File: src/rtl/fetch_unit_pkg.sv
// fetch_unit_pkg
//   Shared definitions for the instruction fetch stage: the fetch FSM
//   state encoding and the default reset PC / PC increment.
package fetch_unit_pkg;

    typedef enum logic [1:0] {
        FETCH = 2'd0,   // present a request at pc
        WAIT  = 2'd1,   // request outstanding, waiting for imem_ack
        PUSH  = 2'd2,   // word held, try to push into the FIFO
        HOLD  = 2'd3    // word held, FIFO was full, no new request
    } fetch_state_e;

    localparam logic [31:0] RESET_PC_DEFAULT = 32'h0000_0000;
    localparam int unsigned PC_STEP_DEFAULT  = 4;

endpackage

File: src/rtl/fetch_unit_pc_reg.sv
// fetch_unit_pc_reg
//   Program-counter register with load (redirect) and increment (advance
//   after a push). Load wins over increment. Arithmetic wraps modulo
//   2^addr_size.
// Ports:
//   clk      rising-edge clock
//   reset    synchronous active-low reset, loads reset_pc
//   load     load load_pc this cycle
//   load_pc  value to load
//   inc      add pc_step this cycle
//   pc       current program counter
module fetch_unit_pc_reg #(
    parameter int unsigned           addr_size = 32,
    parameter logic [addr_size-1:0]  reset_pc  = '0,
    parameter int unsigned           pc_step   = 4
) (
    input  logic                 clk,
    input  logic                 reset,
    input  logic                 load,
    input  logic [addr_size-1:0] load_pc,
    input  logic                 inc,
    output logic [addr_size-1:0] pc
);

    logic [addr_size-1:0] pc_d, pc_q;

    always_comb begin
        // NOTE: every always_comb output gets a default first so no latch is inferred.
        pc_d = pc_q;
        if (load) begin
            pc_d = load_pc;
        end else if (inc) begin
            pc_d = pc_q + addr_size'(pc_step);
        end
    end

    // NOTE: state is updated with non-blocking assignments so all flops see pre-edge values.
    always_ff @(posedge clk) begin
        if (!reset) begin
            pc_q <= reset_pc;
        end else begin
            pc_q <= pc_d;
        end
    end

    assign pc = pc_q;

endmodule

File: src/rtl/fetch_unit.sv
// fetch_unit
//   Instruction fetch stage. Issues one single-word request at a time to
//   instruction memory, holds the returned word and pushes it into the
//   instruction FIFO when the FIFO is not full. A redirect restarts
//   fetching at redirect_pc and pulses fifo_flush; an outstanding request
//   that cannot be withdrawn is completed and its word dropped.
// Ports:
//   clk, reset                 clock, synchronous active-low reset
//   imem_req/addr/ack/rdata    instruction memory request/response
//   fifo_full                  FIFO full indication
//   fifo_write_enable/data     registered push strobe and word
//   redirect_valid/pc          branch redirect from execute
//   fifo_flush                 registered one-cycle FIFO discard pulse
//   pc_out                     address of the word on fifo_data
module fetch_unit
    import fetch_unit_pkg::*;
#(
    parameter int unsigned          word_size = 32,
    parameter int unsigned          addr_size = 32,
    parameter logic [addr_size-1:0] reset_pc  = addr_size'(RESET_PC_DEFAULT),
    parameter int unsigned          pc_step   = PC_STEP_DEFAULT
) (
    input  logic                 clk,
    input  logic                 reset,
    output logic                 imem_req,
    output logic [addr_size-1:0] imem_addr,
    input  logic                 imem_ack,
    input  logic [word_size-1:0] imem_rdata,
    input  logic                 fifo_full,
    output logic                 fifo_write_enable,
    output logic [word_size-1:0] fifo_data,
    input  logic                 redirect_valid,
    input  logic [addr_size-1:0] redirect_pc,
    output logic                 fifo_flush,
    output logic [addr_size-1:0] pc_out
);

    fetch_state_e         state_d, state_q;
    logic                 squash_d, squash_q;
    logic [addr_size-1:0] req_addr_d, req_addr_q;
    logic [word_size-1:0] hold_data_d, hold_data_q;
    logic                 fifo_we_d, fifo_we_q;
    logic [word_size-1:0] fifo_data_d, fifo_data_q;
    logic                 fifo_flush_d, fifo_flush_q;
    logic [addr_size-1:0] pc_out_d, pc_out_q;
    logic [addr_size-1:0] pc_q;
    logic                 pc_load, pc_inc;
    logic                 req_open;

    fetch_unit_pc_reg #(
        .addr_size (addr_size),
        .reset_pc  (reset_pc),
        .pc_step   (pc_step)
    ) u_pc_reg (
        .clk     (clk),
        .reset   (reset),
        .load    (pc_load),
        .load_pc (redirect_pc),
        .inc     (pc_inc),
        .pc      (pc_q)
    );

    // Request is gated by reset so it is low while reset is held, even
    // though the state register already sits in FETCH.
    assign imem_req  = reset && (state_q == FETCH || state_q == WAIT);
    assign imem_addr = (state_q == WAIT) ? req_addr_q : pc_q;

    // A request presented this cycle that memory has not accepted: it must
    // be kept on the bus, so a redirect cannot simply drop it.
    assign req_open  = (state_q == FETCH || state_q == WAIT) && !imem_ack;

    always_comb begin
        state_d      = state_q;
        squash_d     = squash_q;
        req_addr_d   = req_addr_q;
        hold_data_d  = hold_data_q;
        fifo_we_d    = 1'b0;
        fifo_data_d  = fifo_data_q;
        fifo_flush_d = 1'b0;
        pc_out_d     = pc_out_q;
        pc_load      = 1'b0;
        pc_inc       = 1'b0;

        // Latch the presented address so WAIT keeps it even after pc moves.
        if (state_q == FETCH) begin
            req_addr_d = pc_q;
        end

        if (redirect_valid) begin
            pc_load      = 1'b1;
            fifo_flush_d = 1'b1;
            if (req_open) begin
                // Finish the unaccepted request at its old address, drop its word.
                state_d  = WAIT;
                squash_d = 1'b1;
            end else begin
                state_d  = FETCH;
                squash_d = 1'b0;
            end
        end else begin
            case (state_q)
                FETCH: begin
                    if (imem_ack) begin
                        hold_data_d = imem_rdata;
                        state_d     = PUSH;
                    end else begin
                        state_d = WAIT;
                    end
                end
                WAIT: begin
                    if (imem_ack) begin
                        hold_data_d = imem_rdata;
                        squash_d    = 1'b0;
                        state_d     = squash_q ? FETCH : PUSH;
                    end
                end
                PUSH, HOLD: begin
                    if (!fifo_full) begin
                        fifo_we_d   = 1'b1;
                        fifo_data_d = hold_data_q;
                        pc_out_d    = pc_q;
                        pc_inc      = 1'b1;
                        state_d     = FETCH;
                    end else begin
                        state_d = HOLD;
                    end
                end
                default: state_d = FETCH;
            endcase
        end
    end

    always_ff @(posedge clk) begin
        if (!reset) begin
            state_q      <= FETCH;
            squash_q     <= 1'b0;
            req_addr_q   <= reset_pc;
            // NOTE: data holding registers are reset too, so fifo_data has a defined reset value.
            hold_data_q  <= '0;
            fifo_we_q    <= 1'b0;
            fifo_data_q  <= '0;
            fifo_flush_q <= 1'b0;
            pc_out_q     <= reset_pc;
        end else begin
            state_q      <= state_d;
            squash_q     <= squash_d;
            req_addr_q   <= req_addr_d;
            hold_data_q  <= hold_data_d;
            fifo_we_q    <= fifo_we_d;
            fifo_data_q  <= fifo_data_d;
            fifo_flush_q <= fifo_flush_d;
            pc_out_q     <= pc_out_d;
        end
    end

    assign fifo_write_enable = fifo_we_q;
    assign fifo_data         = fifo_data_q;
    assign fifo_flush        = fifo_flush_q;
    assign pc_out            = pc_out_q;

endmodule

File: config.mk
export PLATFORM = sky130hd
export DESIGN_NAME = fetch_unit
export DESIGN_NICKNAME = d
export VERILOG_FILES = /design/src/rtl/fetch_unit_pkg.sv /design/src/rtl/fetch_unit_pc_reg.sv /design/src/rtl/fetch_unit.sv
export SDC_FILE = /design/constraint.sdc
export NUM_CORES = 1
export LEC_CHECK = 0
export ABC_AREA = 1
export BUFFER_PORTS_ARGS = -buffer_cell sky130_fd_sc_hd__buf_2
export CORE_ASPECT_RATIO = 0.6
export CORE_MARGIN = 2
export CORE_UTILIZATION = 40
export DETAILED_ROUTE_END_ITERATION = 8
export GPL_TIMING_DRIVEN = 0
export PLACE_DENSITY = 0.66
export SLEW_MARGIN = 20
export SYNTH_ARGS = -nofsm -noshare
export SYNTH_HDL_FRONTEND = slang
export SYNTH_SLANG_ARGS = --single-unit
File: constraint.sdc
create_clock -name clk -period 2.2 [get_ports clk]
set_input_delay 0.11 -clock clk [delete_from_list [all_inputs] [get_ports clk]]
set_output_delay 0.11 -clock clk [all_outputs]
set_load 0.01 [all_outputs]
Word level (Yosys, flattened, before mapping)

Cells that the tools add are included.

Register bits after elaboration: 165
Input bits: 69
Output and inout bits: 99
Logic and storage cells: 47

$add $sub $neg: 1
Eq/ne operators: 4
Muxes and demuxes: 18
Bitwise logic cells: 2
Reduce and logical (&&, ||, !) cells: 13

Operator list:

| kind                                           | number |
|---|---|
| two-way mux 32 bit                             | 3 |
| adder 32 x 3 -> 32 bit (second input constant) | 1 |
| two-way mux 2 bit                              | 5 |
| two-way mux 1 bit                              | 9 |
| one-hot mux 2 bit (3 select lines)             | 1 |
| AND reduction 3 bit                            | 2 |
| nonzero test 2 bit                             | 3 |
| == test 2 bit (second input constant)          | 2 |
| OR reduction 2 bit                             | 2 |
| != test 3 bit (second input constant)          | 1 |
| == test 2 x 1 -> 1 bit (second input constant) | 1 |
| logical AND 1 bit                              | 2 |
| logical NOT 2 bit                              | 1 |
| inverter 1 bit                                 | 2 |
| AND reduction 2 bit                            | 1 |
| logical NOT 1 bit                              | 1 |
| logical OR 1 bit                               | 1 |

Logic depth before layout (Yosys ltp)

Depth in word-level cells: 6
Gate-level depth with buffers: 11
Gate-level depth less buffers: 10

Cells and area by module

Synthesis repeated with hierarchy kept, for this count alone.

Cell total of the unflattened synthesis: 1169
Area total of the unflattened synthesis: 7848.8 sq um

Modules (own cells, without submodules):

| module            | instances | cells an instance | area an instance (sq um) | sequential area each (sq um) |
|---|---|---|---|---|
| fetch_unit        | 1         | 839               | 5745.5                   | 2662.6 |
| fetch_unit_pc_reg | 1         | 330               | 2103.3                   | 640.6 |

Worst setup path before layout

No wires, ideal clock.

Path kind: reg-to-reg
From: register u_pc_reg.pc_q[3], in the netlist u_pc_reg.pc[3]
To: register u_pc_reg.pc_q[22], in the netlist u_pc_reg.pc[22]
Setup time: 0.110 ns
Arrival time: 1.444 ns
Data required time: 2.090 ns
Slack: 0.646 ns
Cell stages (with the launch flop): 11
Path buffers: 0
Period minus slack after synthesis: 1.554 ns
Cells stage by stage: dfxtp_1 > ha_1 > nand2_1 > nor2_1 > nand3_2 > nor2_4 > nand3_1 > nand2_1 > nand3_1 > nand2_1 > inv_1

Longest elaborated chain between the ends: 3

Ends and longest elaborated chain:

| element                | RTL line                | RTL |
|---|---|---|
| from (decl)            | fetch_unit_pc_reg.sv:25 | `logic [addr_size-1:0] pc_d, pc_q;` |
| from (signal assigned) | fetch_unit_pc_reg.sv:40 | `pc_q <= reset_pc;` |
| from (signal assigned) | fetch_unit_pc_reg.sv:42 | `pc_q <= pc_d;` |
| adder 32 x 3 -> 32 bit | fetch_unit_pc_reg.sv:33 | `pc_d = pc_q + addr_size'(pc_step);` |
| two-way mux 32 bit     | fetch_unit_pc_reg.sv:32 | `end else if (inc) begin` |
| two-way mux 32 bit     | fetch_unit_pc_reg.sv:30 | `if (load) begin` |

No other way between the ends. The select of a mux whose other input is x is not followed.
A chain may end at the register's enable or synchronous reset.

Worst setup path after layout

From: register state_q[1]
To: output imem_addr[24]

Longest elaborated chain between the ends: 2

Ends and longest elaborated chain:

| element                | RTL line          | RTL |
|---|---|---|
| from (decl)            | fetch_unit.sv:38  | `fetch_state_e state_d, state_q;` |
| from (signal assigned) | fetch_unit.sv:145 | `state_q <= state_d;` |
| == test 2 x 1 -> 1 bit | fetch_unit.sv:66  | `assign imem_addr = (state_q == WAIT) ? req_addr_q : pc_q;` |
| two-way mux 32 bit     | fetch_unit.sv:66  |  |
| to (decl)              | fetch_unit.sv:26  | `output logic [addr_size-1:0] imem_addr,` |

No other way between the ends.

==> impl_metrics.toml <==
[timing]
finalSetupViolCount = 0
relSlewSlack_pct = 56.2
period_minus_slack_ps = 2140
fin_setup_tns_ps = 0
hold_viol = 0
finalClockSkew_ps = 9.73
worst_slack_ps = 56.2
final_max_slew_viol_count = 0
period_share_pct = 97.4
rsz0062_at_grt = "false"
tightest_slew_ps = 652
max_freq_mhz = 466

[cts]
clkLatencyLatePin_ps = 430
htreeDepth = 4
postCtsSetupBuffers = 0
cts_sinks = 165
cts_tree = "yes"
clock_path_buffers = 2
clk_pin_slew_ps = 70
cts-root-buf = "clkbuf_16"
cts-buffers-inserted = 17

[global_routing]
grt_overflow_total = 0
grt_usage_pct = 26.5
grt_pass1_wl_um = 37700
first_global_vias = 6794
antenna_found_initial = 0
grt_max_degree = 18

[floorplan]
die_h_um = 106
pin_count = 168
core_area_um2 = 17100
rows = 37
initial_core_util_pct = 40.8
die_area_um2 = 18600
die_w_um = 175

[synth]
seq_area_frac_synth_pct = 47.3
ys_warn_count = 0
synth_cell_types = 34
synthCells = 989
synth_most_common_cell = "nor2_1"
async_reset_ff_share_pct = 0
synth.cell_area_um2 = 6980
yosysTopAreaCell = "dfxtp_1"
synth_xor_area_share_pct = 0.376
synth_mux_area_share_pct = 0
synth_top_family_by_area = "simple AND/OR/NAND/NOR gates"
synthTopCellsByCount = "213 x nor2_1, 165 x dfxtp_1, 162 x o21ai_0"
yosysTopAreaCellShare_pct = 47.3
yosys.area_share.simple_pct = 26.9
syn_nets = 1059
synth-main-ff-cell = "dfxtp_1"
synth_edf_count = 0
synth-seq-cells = 165
ys_top_cells_by_area = "dfxtp_1 47%, o21ai_0 12%, nor2_1 11%"
synth_compound_area_share_pct = 17.6
synthAdderAreaFrac_pct = 0.179
avgSynthCellArea_um2 = 7.06

[critical_path]
cp_cell_sequence = "nor2_2, clkbuf_2, nand2_1, o21ai_0, buf_2"
rrSetupSlack_ps = 170
crit_arrival_ps = 2030
path_class = "flip-flop to primary output"
timing.rr.end = "u_pc_reg.pc[28]"
cp-start-kind = "flip-flop"
critPathMaxFanout = 10
regToRegStartpoint = "u_pc_reg.pc[3]"
critPathRequiredTime_ps = 2090
crit_slowest_cell = "nor2_2"
reg2reg_depth = 10
cp-end-kind = "primary output"
cp_slowest_stage_delay_ps = 400

[final_layout]
syn_to_final_growth_pct = 31.2
final_area_um2 = 9160
layout-drive-gt1-share_pct = 19.3
final_cells = 1463
fin_util_pct = 53.4
layout.area.seq_um2 = 3300
final_nets = 1286
num-fill-cells = 1703
multi_input_area_um2 = 3150
insertedDiodeCount = 0

[place]
place_hpwl_um = 17700
gp_congestion = 0.988
post-place-cells = 1388
pre_cts_ws_ps = 188
numPortBuffers = 165
post_dp_cell_area_um2 = 8100

[pwr]
swShare_pct = 28.6
intPower_mw = 5.22
seq_power_share_pct = 44.7
power.switching_mw = 2.09
powerDensity_nw_per_um2 = 799
vdd_ir_drop_max_v = 0.000480
leakage_nw = 4.11
power.share.clock_pct = 43.1
comb_power_share_pct = 12.2

[routing]
route.met3.wl_um = 2530
initialDrtViolationCount = 780
drc = 0
drtPass1Iterations = 5
routedWlPerCell_um = 16.6
m1WireLength_um = 12000
vias = 7531
viasPerCell = 5.15
wl_met2_um = 9330
drt_wl_total_um = 24300
antenna_left = 0
maxUsedRoutingLayer = "met4"

[worst_hold_path]
hold_path.class = "input pin to flip-flop"
min-delay-start = "redirect_pc[0]"
hold_path_depth = 3
min_to = "u_pc_reg.pc[0]"

[outcome]
status = "finished clean"

[run]
max_cap_violations = 0
==> flip-flops by register name, summed over array words and instances (netlist names) <==
signal,flops
hold_data_q,32
fifo_write_enable,1
u_pc_reg.pc,32
pc_out,32
state_q,2
fifo_flush,1
fifo_data,32
req_addr_q,32
squash_q,1
==> per-stage QoR <==
stage / power (mW) / hold slack, ps
floorplan: 3.79 / 238
global placement: 4.13 / 333
detailed placement: 4.15 / 336
CTS: 7.31 / 17.5
global route: 7.59 / 27.2
finish: 7.32 / 16.1
==> repair_timing <==
item                       in CTS  in global routing
setup endpoints to repair      32                 24
resized for setup               3                  9
hold buffers                   43                  0
hold endpoints to repair       43                  0
==> worst max path at each step <==
| stage | cells after the start | slack [ps] | to | start |
|---|---|---|---|---|
| 6_report | 5 | 60 | imem_addr[24] | state_q[1] |
| 5_1_grt | 5 | 6 | imem_addr[4] | state_q[1] |
| 4_1_cts | 4 | 20 | imem_addr[24] | state_q[1] |
| 3_5_place_dp | 10 | 190 | u_pc_reg.pc[28] | u_pc_reg.pc[3] |
| 3_3_place_gp | 5 | 190 | imem_addr[2] | state_q[1] |
| 2_1_floorplan | 10 | 650 | u_pc_reg.pc[22] | u_pc_reg.pc[3] |
==> final cells by class <==
class	count	share of cell area, %
Clock inverter	15	2.05
Buffer	56	2.79
Timing Repair Buffer	208	13.7
Tap cell	234	3.20
Inverter	77	3.16
Sequential cell	165	36.1
Multi-Input combinational cell	691	34.4
Clock buffer	17	4.65
==> cells in the final DEF (no fill, tap or decap), drive strengths merged, types with 3 or more instances in the layout <==
cell type and count:
nand3 46, o21ai 163, nand3b 3, clkinvlp 3, a21oi 50, nor2 221, dlygate4sd3 43, dfxtp 165
a211oi 7, nand4 8, o211ai 8, nand2 155, clkbuf 54, nor3 17, a31oi 3, buf 184
inv 85
==> power by group through the flow <==
stage          logic [mW]  clock network (mW)  registers [mW]
2_1_floorplan       0.465                   0            3.32
3_3_place_gp        0.804                   0            3.33
3_5_place_dp        0.813                   0            3.33
4_1_cts             0.878                3.17            3.27
5_1_grt             0.992                3.31            3.29
6_report            0.894                3.15            3.27
==> metal layers <==
metal  vias up  track usage, %
met3        44            5.83
met4         0            6.73
li1       3681               -
met2       387            36.1
met5         -               0
met1      3419            41.3
==> worst max-delay path, delay by kind of cell (launching register included) <==
family | cells | cell delay, ps
compound gates | 1 | 160
buf+inv | 2 | 590
flops | 1 | 370
simple gates | 2 | 480
==> kinds of logic (layout without fill, tap and decap cells) <==
kind of cell,Yosys count,in the layout
simple gates,452,452
flops,165,165
buf+inv,133,373
xor+xnor,3,3
fa+ha+maj,1,1
compound gates,235,235
(Power assumes the default switching activity.)
